File: src/rtl/lif_post_neuron.sv
// Leaky integrate-and-fire postsynaptic neuron with a refractory period.
// Optional adaptive threshold is enabled by defining LIF_ADAPT_THRESH_EN.
module lif_post_neuron #(
  parameter int NUM_PRE    = 4,
  parameter int W_WIDTH    = 4,
  parameter int V_WIDTH    = 8,
  parameter int THRESHOLD  = 48,
  parameter int LEAK_SHIFT = 3,
  parameter int REFRACT    = 4
) (
  input  logic                       clk,
  input  logic                       rst,
  input  logic                       en,
  input  logic [NUM_PRE-1:0]         pre_spike,
  input  logic [NUM_PRE*W_WIDTH-1:0] weight,
  output logic                       post_spike,
  output logic [V_WIDTH-1:0]         membrane,
  output logic                       refractory,
  output logic [7:0]                 spike_count
);

  localparam int SW   = W_WIDTH + $clog2(NUM_PRE);
  localparam int NW   = V_WIDTH + 1;
  localparam int CW   = (REFRACT > 0) ? $clog2(REFRACT + 1) : 1;
  localparam int VMAX = (2 ** V_WIDTH) - 1;

  typedef enum logic {INTEG, REFR} state_t;

  state_t        state;
  logic [CW-1:0] cnt;
  logic [SW-1:0] sum;
  logic [NW-1:0] v_next;
  logic [NW-1:0] thr_eff;
  logic          fire;

  always_comb begin
    sum = '0;
    for (int unsigned i = 0; i < NUM_PRE; i++) begin
      if (pre_spike[i])
        sum = sum + SW'(weight[(NUM_PRE-1-i)*W_WIDTH +: W_WIDTH]);
    end
  end

  always_comb begin
    v_next = {1'b0, membrane} - NW'(membrane >> LEAK_SHIFT) + NW'(sum);
  end

`ifdef LIF_ADAPT_THRESH_EN
  logic [5:0]  offset;
  logic [NW:0] thr_raw;

  always_comb begin
    thr_raw = (NW+1)'(THRESHOLD) + (NW+1)'(offset);
    thr_eff = (thr_raw > (NW+1)'(VMAX)) ? NW'(VMAX) : thr_raw[NW-1:0];
  end

  // Offset jumps by 8 per fire and decays by 1 per active non-firing edge.
  always_ff @(posedge clk) begin
    if (rst) begin
      offset <= '0;
    end else if (state == INTEG && en) begin
      if (fire)
        offset <= (offset > 6'd55) ? 6'd63 : offset + 6'd8;
      else if (offset != '0)
        offset <= offset - 6'd1;
    end
  end
`else
  always_comb begin
    thr_eff = NW'(THRESHOLD);
  end
`endif

  always_comb begin
    fire = (state == INTEG) && en && (v_next >= thr_eff);
  end

  always_ff @(posedge clk) begin
    if (rst) begin
      state       <= INTEG;
      cnt         <= '0;
      membrane    <= '0;
      post_spike  <= 1'b0;
      refractory  <= 1'b0;
      spike_count <= '0;
    end else begin
      case (state)
        INTEG: begin
          post_spike <= 1'b0;
          if (en) begin
            if (fire) begin
              post_spike <= 1'b1;
              membrane   <= '0;
              if (spike_count != 8'hFF)
                spike_count <= spike_count + 8'd1;
              if (REFRACT > 0) begin
                state      <= REFR;
                refractory <= 1'b1;
                cnt        <= CW'(REFRACT);
              end
            end else begin
              // Top bit of the widened result flags overflow past VMAX.
              membrane <= v_next[NW-1] ? '1 : v_next[V_WIDTH-1:0];
            end
          end
        end
        REFR: begin
          post_spike <= 1'b0;
          membrane   <= '0;
          cnt        <= cnt - CW'(1);
          if (cnt == CW'(1)) begin
            state      <= INTEG;
            refractory <= 1'b0;
          end
        end
        default: begin
          state      <= INTEG;
          refractory <= 1'b0;
        end
      endcase
    end
  end

endmodule

File: config.mk
export PLATFORM = sky130hd
export DESIGN_NAME = lif_post_neuron
export DESIGN_NICKNAME = d
export VERILOG_FILES = /design/src/rtl/lif_post_neuron.sv
export SDC_FILE = /design/constraint.sdc
export NUM_CORES = 1
export LEC_CHECK = 0
export ABC_AREA = 1
export ABC_CLOCK_PERIOD_IN_PS = 7800
export BUFFER_PORTS_ARGS = -buffer_cell sky130_fd_sc_hd__buf_4
export CAP_MARGIN = 40
export CORE_ASPECT_RATIO = 0.7
export CORE_MARGIN = 8
export CORE_UTILIZATION = 50
export CTS_CLUSTER_DIAMETER = 30
export CTS_CLUSTER_SIZE = 25
export DETAILED_ROUTE_END_ITERATION = 10
export GPL_ROUTABILITY_DRIVEN = 0
export GPL_TIMING_DRIVEN = 0
export PLACE_DENSITY = 0.76
export SYNTH_ARGS = -nofsm -noshare
export SYNTH_HDL_FRONTEND = slang
export SYNTH_SLANG_ARGS = --single-unit
File: constraint.sdc
create_clock -name clk -period 7.8 [get_ports clk]
set_clock_uncertainty 0.15 [all_clocks]
set_input_delay 1.56 -clock clk [delete_from_list [all_inputs] [get_ports clk]]
set_output_delay 1.56 -clock clk [all_outputs]
set_load 0.01 [all_outputs]
==> impl_results.md, run 1 <==
- Status: finished clean
- Final hold vios: 0
- Port bufs: 40
- Kind of critical path: in2reg
- Global-route wire length before repair: 9580 um
- Slew Limit Fails: 0
- Clock transition at path regs: 80 ps
- Total track usage: 16.7%
- Unrepaired setup endpoints after global routing: no
- Site row count: 20
- Layout cells sized above 1: 16.1%
- Post-cts repair resize count: 0
- Commonest cells after routing, fill and taps aside: nand2_1, inv_1, buf_4
- Drt pass-1 iters: 4
- Period utilization: 86.7%
- ANT nets after route: 0
- Worst-margin pin slew: 540 ps
- Max frequency: 148 MHz
- WP data arrival: 6750 ps
- Max-cap violations: 0
- NumNets Final: 436
- Slowest CP cell: fa_1
- Vias per cell: 5.10
- Yosys warns: 0
- CTS tree: done
- Async SR Flop Fraction: 0%
- Clock sinks: 22
- Avg WL per Cell: 12.8 um
- DRC viols: 0
- Diode count: 0
- Int Power: 431 uW
- Worst setup SP type: primary input
- Largest net degree at the start of global routing: 14
- HP Class: reg2reg
- RR Endpoint: spike_count[6]$_SDFFE_PP0P_
- Post-CTS setup buffer count: 0
- Worst Hold Endpoint: cnt[1]$_SDFFE_PP0P_
- Clock root cell: clkbuf_8
- Io pins: 41
- Inst Count DP: 431
- Logic pwr share: 70.3%
- Final critical-path required period: 6760 ps
- CP peak stage delay: 490 ps
- Syn-to-layout area delta: 19.6%
- Slew headroom: 63.9%
- Fin Setup TNS: 0 ps
- CTS max path bufs: 2
- Grt ovf: 0
- Clock power frac: 12.1%
- Die height: 72.1 um
- H-tree depth: 1
- Cts bufs inserted: 3
- Initial antenna violation count: 0
- Commonest non-fill, non-tap cell in the layout: nand2_1
- Core area: 4330 um2
- Power Total: 885 uW
- Vias in the first global route: 2187
- Crit-path max FO: 10
- Hold path cells: 2
- Synthesized area per cell: 6.68 um2
- Critical Path Sink Type: flop
- Die width: 96.1 um
- Pwr per Cell Area: 330 nW/um2
- Synth Flop Type: dfxtp_1
- Synthesized flop and latch total: 22
- Skew-Pair Late Insertion Delay: 270 ps
- Seq pwr share: 17.6%
- Post-synth EDFFs: 0
- Via Count: 2217
- Post-route insts no fill: 435
- Peak supply drop: 269 uV
- HPWL Detailed: 4590 um
- Distinct cells, synth: 32
- Post-synthesis sequential area ratio: 19.6%
- Hold path startpoint: cnt[1]$_SDFFE_PP0P_
- R2r startpoint: membrane[4]$_SDFFE_PP0P_
- Worst Reg-to-Reg Cells: 16
- Initial Util: 51.9%
- DR iter-0 viols: 170
- Synth Cell Area: 2250 um2
- Psw: 455 uW
- Total Wirelength: 5560 um
- # hold bufs at CTS: 0
- Critical Path RT: 7780 ps
- Post-Syn Instances: 336
- Syn_nets: 391
- R2R Setup Slk: 4830 ps
- Cell leakage power: 0.00140 uW
- Count of final setup violators: 0
- Sw Ratio: 51.3%
- Die area: 6930 um2
==> logic make-up (layout without fill, tap and decap cells) <==
group | count (synthesis) | in the layout | share of synthesized area, %
AO/OA/AOI/OAI | 45 | 45 | 10.9
buffers and inverters | 63 | 107 | 10.6
AND/OR/NAND/NOR | 160 | 160 | 32.9
adder cells (fa/ha/maj) | 32 | 32 | 20.5
flip-flops | 22 | 22 | 19.6
XOR/XNOR | 14 | 14 | 5.46
==> state kept, by name, summed over array words and instances (netlist names) <==
name	flops
membrane	8
spike_count	8
cnt	3
post_spike	1
refractory	1
state	1
==> final cells by class <==
type                    instances  area (um2)
clock inverters                 1        30.0
well taps                      55        68.8
flip-flops and latches         22         440
clock buffers                   3        41.3
inverters                      60         228
repair buffers                 40         300
multi-input cells             251        1570
fillers                       408        1640
plain buffers                   3        11.3
==> layer usage <==
metal	share of wire, %	wire length (um)	up-vias	global-route usage [%]
met2	45	2510	56	26.7
met3	5.6	313	6	3.09
li1	-	-	1162	-
met1	49	2700	993	23.0
met4	0.70	39	0	2.89
met5	0	0	-	0
==> worst max-delay path: cells and delay by family <==
family / cells / cell delay, ps
adders and majority gates: 6 / 2320
and+or+nand+nor: 13 / 1360
AOI/OAI and AO/OA: 6 / 1010
buffers and inverters: 6 / 350
xor gates and xnor gates: 1 / 140
==> cell usage after synthesis, types with 2 or more instances <==
library cell	count	share of area [%]
fa_1	8	7.1
o211ai_1	3	1.0
xnor2_1	6	2.3
a21oi_1	26	5.8
ha_1	24	13
clkbuf_1	3	0.50
nand4_1	10	2.8
o21ai_0	10	2.2
dfxtp_1	22	20
nand2_2	5	1.4
nor3_1	3	0.67
nand3b_1	2	0.67
inv_1	57	9.5
nand2_1	93	16
xor2_1	8	3.1
or2_2	3	0.84
nor2_1	16	2.7
a31oi_1	3	0.84
nand3_1	21	4.7
==> how the worst max path moves through the flow <==
| stage | start | slack (ps) | cells past startpoint | endpoint |
|---|---|---|---|---|
| after floorplan | weight[12] | 1550 | 33 | refractory$_SDFFE_PP0P_ |
| after global placement | pre_spike[0] | 980 | 34 | refractory$_SDFFE_PP0P_ |
| after detailed placement | pre_spike[0] | 790 | 32 | spike_count[3]$_SDFFE_PP0P_ |
| after CTS | pre_spike[0] | 1070 | 32 | spike_count[3]$_SDFFE_PP0P_ |
| after global routing | pre_spike[0] | 540 | 33 | spike_count[6]$_SDFFE_PP0P_ |
| final | pre_spike[0] | 1040 | 32 | spike_count[6]$_SDFFE_PP0P_ |
==> through the flow <==
stage          worst slack, ps  utilization, %  instance area, um2  hold WS [ps]
6_report                  1040            62.1                2690           331
4_1_cts                   1070            62.1                2690           334
2_1_floorplan             1550               -                2250           307
3_5_place_dp               795            60.4                2620           322
5_1_grt                    542            62.1                2690           363
3_3_place_gp               982            60.4                2620           316
==> power groups by stage <==
stage	Clock [uW]	Sequential [uW]	Combinational, uW
final	107	156	622
after global routing	112	159	706
after CTS	107	156	620
after detailed placement	0	159	615
after global placement	0	158	598
after floorplan	0	162	471
(Power assumes the default switching activity.)
==> run 2, diff against run 1 <==
--- a/config.mk
+++ b/config.mk
@@ -11,13 +11,13 @@
 export CAP_MARGIN = 40
 export CORE_ASPECT_RATIO = 0.7
 export CORE_MARGIN = 8
-export CORE_UTILIZATION = 50
+export CORE_UTILIZATION = 46
 export CTS_CLUSTER_DIAMETER = 30
 export CTS_CLUSTER_SIZE = 25
 export DETAILED_ROUTE_END_ITERATION = 10
 export GPL_ROUTABILITY_DRIVEN = 0
 export GPL_TIMING_DRIVEN = 0
-export PLACE_DENSITY = 0.76
+export PLACE_DENSITY = 0.71
 export SYNTH_ARGS = -nofsm -noshare
 export SYNTH_HDL_FRONTEND = slang
 export SYNTH_SLANG_ARGS = --single-unit
==> impl_results.md, run 2 (same netlist as run 1, synthesis figures left out) <==
- Status: finished clean (unchanged)
- Io pins: 41 (unchanged)
- Slowest CP cell: fa_1 (unchanged)
- WP data arrival: 6640 ps (was 6750 ps)
- Port bufs: 40 (unchanged)
- Initial antenna violation count: 0 (unchanged)
- DR iter-0 viols: 89 (was 170)
- Final hold vios: 0 (unchanged)
- Power Total: 850 uW (was 885 uW)
- H-tree depth: 1 (unchanged)
- Clock root cell: clkbuf_8 (unchanged)
- Final Util: 56.5% (was 62.1%)
- Pwr per Cell Area: 318 nW/um2 (was 330 nW/um2)
- Fillers: 461 (was 408)
- Largest net degree at the start of global routing: 13 (was 14)
- Initial Util: 47.5% (was 51.9%)
- DRC viols: 0 (unchanged)
- Worst-margin pin slew: 524 ps (was 540 ps)
- Post-CTS setup buffer count: 0 (unchanged)
- Drt pass-1 iters: 4 (unchanged)
- Core area: 4730 um2 (was 4330 um2)
- Layout cells sized above 1: 16.1% (unchanged)
- Critical Path Sink Type: flop (unchanged)
- Site row count: 21 (was 20)
- Vias in the first global route: 1986 (was 2187)
- Max frequency: 151 MHz (was 148 MHz)
- Syn-to-layout area delta: 19.0% (was 19.6%)
- Slew Limit Fails: 0 (unchanged)
- Post-cts repair resize count: 0 (unchanged)
- CP peak stage delay: 500 ps (was 490 ps)
- Grt ovf: 0 (unchanged)
- Count of final setup violators: 0 (unchanged)
- Slew headroom: 64.7% (was 63.9%)
- Vias per cell: 4.98 (was 5.10)
- Unrepaired setup endpoints after global routing: no (unchanged)
- Avg WL per Cell: 12.0 um (was 12.8 um)
- Fin Hold WS: 334 ps (was 331 ps)
- CTS tree: done (unchanged)
- Most frequent CP cell: nand2_1
- CTS max path bufs: 2 (unchanged)
- Crit-path max FO: 10 (unchanged)
- Cts bufs inserted: 3 (unchanged)
- Total Wirelength: 5250 um (was 5560 um)
- Die height: 74.5 um (was 72.1 um)
- Max-cap violations: 0 (unchanged)
- Commonest non-fill, non-tap cell in the layout: nand2_1 (unchanged)
- Kind of critical path: in2reg (unchanged)
- Via Count: 2177 (was 2217)
- Commonest cells after routing, fill and taps aside: nand2_1, inv_1, buf_4 (unchanged)
- Die area: 7410 um2 (was 6930 um2)
- Clock sinks: 22 (unchanged)
- Worst setup SP type: primary input (unchanged)
- # hold bufs at CTS: 0 (unchanged)
- NumNets Final: 436 (unchanged)
- Cell leakage power: 0.00139 uW (was 0.00140 uW)
- Global-route wire length before repair: 8640 um (was 9580 um)
- Fin Setup TNS: 0 ps (unchanged)
- ANT nets after route: 0 (unchanged)
- HP Class: reg2reg (unchanged)
- Period utilization: 85.0% (was 86.7%)
- Critical Path RT: 7800 ps (was 7780 ps)
- Biggest regs: membrane (8), spike_count (8), cnt (3) (unchanged)
- Diode count: 0 (unchanged)
- Clock transition at path regs: 70 ps (was 80 ps)
- Total track usage: 14.0% (was 16.7%)
- Skew-Pair Late Insertion Delay: 260 ps (was 270 ps)
- Die width: 99.5 um (was 96.1 um)
- Peak supply drop: 91.6 uV (was 269 uV)
- Final critical-path required period: 6630 ps (was 6760 ps)
- HPWL Detailed: 4470 um (was 4590 um)
[run 2: final timing paths]
check	startpoint	to	slack (ps)	cells past startpoint
worst max-delay path	pre_spike[0]	refractory$_SDFFE_PP0P_	1170	34
worst max register to register	membrane[4]$_SDFFE_PP0P_	refractory$_SDFFE_PP0P_	4870	18
worst min register to register	cnt[1]$_SDFFE_PP0P_	cnt[1]$_SDFFE_PP0P_	330	2
worst min-delay path	cnt[1]$_SDFFE_PP0P_	cnt[1]$_SDFFE_PP0P_	330	2
[run 2: power by group]
| group | switching, uW | total [uW] | internal (uW) | leakage, uW |
|---|---|---|---|---|
| Clock | 35.9 | 80.9 | 45.0 | 0.0000288 |
| Combinational | 389 | 613 | 224 | 0.00118 |
| Sequential | 18.8 | 156 | 137 | 0.000179 |
[run 2: cell type report]
type,instances,area [um2],area share [%]
Sequential cell,22,440,16.5
Timing Repair Buffer,40,300,11.2
Inverter,60,228,8.52
Clock buffer,4,55.1,2.06
Tap cell,57,71.3,2.67
Buffer,3,11.3,0.421
Multi-Input combinational cell,251,1570,58.6
[run 2: per-layer routing]
| metal | vias to the layer above | global-route usage [%] | share of wire, % |
|---|---|---|---|
| met2 | 40 | 23.0 | 44 |
| met5 | - | 0 | 0 |
| met3 | 2 | 2.43 | 4.6 |
| li1 | 1165 | - | - |
| met4 | 0 | 2.17 | 0.40 |
| met1 | 970 | 19.2 | 51 |
[run 2: stage by stage]
step                setup WS (ps)  cells  cell area, um2
floorplan                    1550    336            2250
global placement             1010    433            2620
detailed placement            910    433            2620
CTS                          1180    437            2670
global route                  733    437            2670
finish                       1170    437            2670
[run 2: critical path, delay by kind of cell]
kind            cells  cell delay, ps
fa+ha+maj           6            2310
simple gates       16            1390
buf+inv             6             370
compound gates      5             880
xor+xnor            1             140
==> run 3, diff against run 2 <==
--- a/config.mk
+++ b/config.mk
@@ -5,10 +5,8 @@
 export SDC_FILE = /design/constraint.sdc
 export NUM_CORES = 1
 export LEC_CHECK = 0
-export ABC_AREA = 1
 export ABC_CLOCK_PERIOD_IN_PS = 7800
 export BUFFER_PORTS_ARGS = -buffer_cell sky130_fd_sc_hd__buf_4
-export CAP_MARGIN = 40
 export CORE_ASPECT_RATIO = 0.7
 export CORE_MARGIN = 8
 export CORE_UTILIZATION = 46
@@ -17,7 +15,7 @@
 export DETAILED_ROUTE_END_ITERATION = 10
 export GPL_ROUTABILITY_DRIVEN = 0
 export GPL_TIMING_DRIVEN = 0
-export PLACE_DENSITY = 0.71
+export PLACE_DENSITY = 0.74
 export SYNTH_ARGS = -nofsm -noshare
 export SYNTH_HDL_FRONTEND = slang
 export SYNTH_SLANG_ARGS = --single-unit
==> impl_results.md, run 3 <==
- Status: finished clean (unchanged)
- Period utilization: 95.0% (was 85.0%)
- H-tree depth: 1 (unchanged)
- Skew-Pair Late Insertion Delay: 260 ps (about the same)
- Max-cap violations: 0 (unchanged)
- Fillers: 440 (was 461)
- ANT nets after route: 0 (unchanged)
- Most frequent CP cell: ha_1 (was nand2_1)
- WP data arrival: 7430 ps (was 6640 ps)
- Async SR Flop Fraction: 0% (unchanged)
- Grt ovf: 0 (unchanged)
- Peak supply drop: 171 uV (was 91.6 uV)
- Largest net degree at the start of global routing: 13 (unchanged)
- Fin Hold WS: 332 ps (was 334 ps)
- Psw: 451 uW (was 444 uW)
- Diode count: 0 (unchanged)
- Top Family by Delay on Critical Path: adder cells (unchanged)
- Seq pwr share: 16.6% (was 18.3%)
- Final critical-path required period: 7410 ps (was 6630 ps)
- Yosys warns: 0 (unchanged)
- Storage element area: 440 um2 (unchanged)
- HPWL Detailed: 3980 um (was 4470 um)
- Cts bufs inserted: 3 (unchanged)
- Synthesized flop and latch total: 22 (unchanged)
- Int Power: 514 uW (was 406 uW)
- Clock root cell: clkbuf_8 (unchanged)
- Die area: 7180 um2 (was 7410 um2)
- Avg WL per Cell: 13.7 um (was 12.0 um)
- Kind of critical path: in2reg (unchanged)
- Drt pass-1 iters: 4 (unchanged)
- Syn_nets: 308 (was 391)
- R2r startpoint: membrane[4]$_SDFFE_PP0P_ (unchanged)
- Distinct cells, synth: 44 (was 32)
- Post-Syn Instances: 253 (was 336)
- Clock transition at path regs: 80 ps (was 70 ps)
- Site row count: 21 (unchanged)
- Synth Cell Area: 2160 um2 (was 2250 um2)
- Core area: 4650 um2 (was 4730 um2)
- Crit-path max FO: 10 (unchanged)
- Die height: 73.3 um (was 74.5 um)
- NumNets Final: 351 (was 436)
- # hold bufs at CTS: 0 (unchanged)
- Syn-to-layout area delta: 19.8% (was 19.0%)
- Port bufs: 38 (was 40)
- Hold path startpoint: membrane[5]$_SDFFE_PP0P_ (was cnt[1]$_SDFFE_PP0P_)
- CTS tree: done (unchanged)
- Unrepaired setup endpoints after global routing: no (unchanged)
- Vias in the first global route: 1821 (was 1986)
- Via Count: 1881 (was 2177)
- Clock power frac: 8.4% (was 9.5%)
- Top cells by instance count after synthesis: ha_1, inv_1, dfxtp_1 (was nand2_1, inv_1, a21oi_1)
- Layout cells sized above 1: 22.7% (was 16.1%)
- Ranking of synthesized cells by area: dfxtp_1, ha_1, fa_1 (was dfxtp_1, nand2_1, ha_1)
- Area occupied by multi-input gates: 1620 um2 (was 1570 um2)
- Slew headroom: 34.1% (was 64.7%)
- Vias per cell: 5.34 (was 4.98)
- Worst setup SP type: primary input (unchanged)
- Commonest cells after routing, fill and taps aside: buf_4, inv_1, ha_1 (was nand2_1, inv_1, buf_4)
- DRC viols: 0 (unchanged)
- Global-route wire length before repair: 8100 um (was 8640 um)
- Power Total: 965 uW (was 850 uW)
- Post-synthesis sequential area ratio: 20.4% (was 19.6%)
- Final Util: 55.7% (was 56.5%)
- Post-synth EDFFs: 0 (unchanged)
- Cell leakage power: 0.00113 uW (was 0.00139 uW)
- Clock sinks: 22 (unchanged)
- Final hold vios: 0 (unchanged)
- Initial antenna violation count: 0 (unchanged)
- Slowest CP cell: a2111oi_4 (was fa_1)
- Max frequency: 135 MHz (was 151 MHz)
- HP Class: reg2reg (unchanged)
- Total track usage: 13.5% (was 14.0%)
- CP peak stage delay: 550 ps (was 500 ps)
- Worst-margin pin slew: 981 ps (was 524 ps)
- Post-synth top area share: 20.4% (was 19.6%)
- Count of final setup violators: 0 (unchanged)
- Critical Path Sink Type: flop (unchanged)
- Synth area leader: dfxtp_1 (unchanged)
- Worst Setup SP: pre_spike[0] (unchanged)
- Final instance area: 2590 um2 (was 2670 um2)
- Critical Path RT: 7820 ps (was 7800 ps)
- Synthesized area per cell: 8.54 um2 (was 6.68 um2)
- Initial Util: 46.5% (was 47.5%)
- Io pins: 41 (unchanged)
- Pwr per Cell Area: 373 nW/um2 (was 318 nW/um2)
- DR iter-0 viols: 51 (was 89)
- Biggest regs: membrane (8), spike_count (8), cnt (3) (unchanged)
- Commonest non-fill, non-tap cell in the layout: buf_4 (was nand2_1)
- CTS max path bufs: 2 (unchanged)
- Logic pwr share: 75.0% (was 72.2%)
- Fin Setup TNS: 0 ps (unchanged)
- Placed instance area: 2520 um2 (was 2620 um2)
- Synth Flop Type: dfxtp_1 (unchanged)
- Die width: 97.9 um (was 99.5 um)
- Total Wirelength: 4810 um (was 5250 um)
- Sw Ratio: 46.8% (was 52.2%)
- Crit path buf inv count: 4 (was 6)
- Slew Limit Fails: 0 (unchanged)
-- run 3: cell types whose count changed in the layout (fill, tap and decap cells not counted), moves of 5 or more --
cell and change:
nand2_1 -80, nand4_1 -8, a21oi_1 -10, and2_1 +5
nor2b_1 +12, o21ai_0 +9, inv_1 -33, o21a_1 +8
nand2_2 -5, nand3_1 -15, mux2_2 +11
-- run 3: final timing paths --
| check | cells after the start | to | slack (ps) |
|---|---|---|---|
| setup reg to reg | 11 | spike_count[4]$_SDFFE_PP0P_ | 4180 |
| hold / removal | 2 | membrane[5]$_SDFFE_PP0P_ | 330 |
| setup / recovery | 27 | cnt[1]$_SDFFE_PP0P_ | 390 |
| hold reg to reg | 2 | membrane[5]$_SDFFE_PP0P_ | 330 |
-- run 3: stage by stage --
step	setup slack, ps	instances
2_1_floorplan	521	253
3_3_place_gp	-0.782	348
3_5_place_dp	-142	348
4_1_cts	113	352
5_1_grt	36.8	352
6_report	389	352
-- run 3: cell type report --
type | count | share of cell area, %
clock buffers | 4 | 2.13
plain buffers | 5 | 1.01
multi-input cells | 202 | 62.6
well taps | 57 | 2.75
flip-flops and latches | 22 | 17.0
inverters | 24 | 3.48
repair buffers | 38 | 11.0
-- run 3: per-layer routing --
metal / share of wire, % / global-route usage, %
met1: 51 / 18.0
met2: 42 / 21.0
met3: 6.2 / 3.88
met4: 0.58 / 3.26
met5: 0 / 0
-- run 3: cell families (layout without fill, tap and decap cells) --
logic type                 Yosys count  in the layout  share of synthesized area, %
DFF                                 22             22                          20.4
muxes                               15             15                          7.59
adders and majority gates           35             35                          22.7
xor gates and xnor gates            10             10                          4.05
AOI/OAI and AO/OA                   60             60                          18.9
buffers and inverters               29             71                          5.38
and+or+nand+nor                     82             82                          21.0
-- run 3: power by group through the flow --
stage	Clock (uW)	Combinational [uW]	Sequential [uW]
floorplan	0	551	168
global placement	0	689	162
detailed placement	0	710	163
CTS	83.0	713	161
global route	88.1	807	164
finish	81.4	723	160
-- run 3: worst reg2reg max path: stages (launching register included) --
cell and delay (ps):
dfxtp_1 370, inv_1 120, fa_1 540, inv_1 60, fa_1 470, nor2b_2 190, o2111ai_1 200, nand2_1 170
mux2i_1 340, a2111oi_4 180, nor4b_1 350, mux2_2 370
-- run 3: timing repair --
action,in CTS,in global routing
endpoints found under the setup margin,0,20
buffers inserted,0,0
resized for setup,0,4
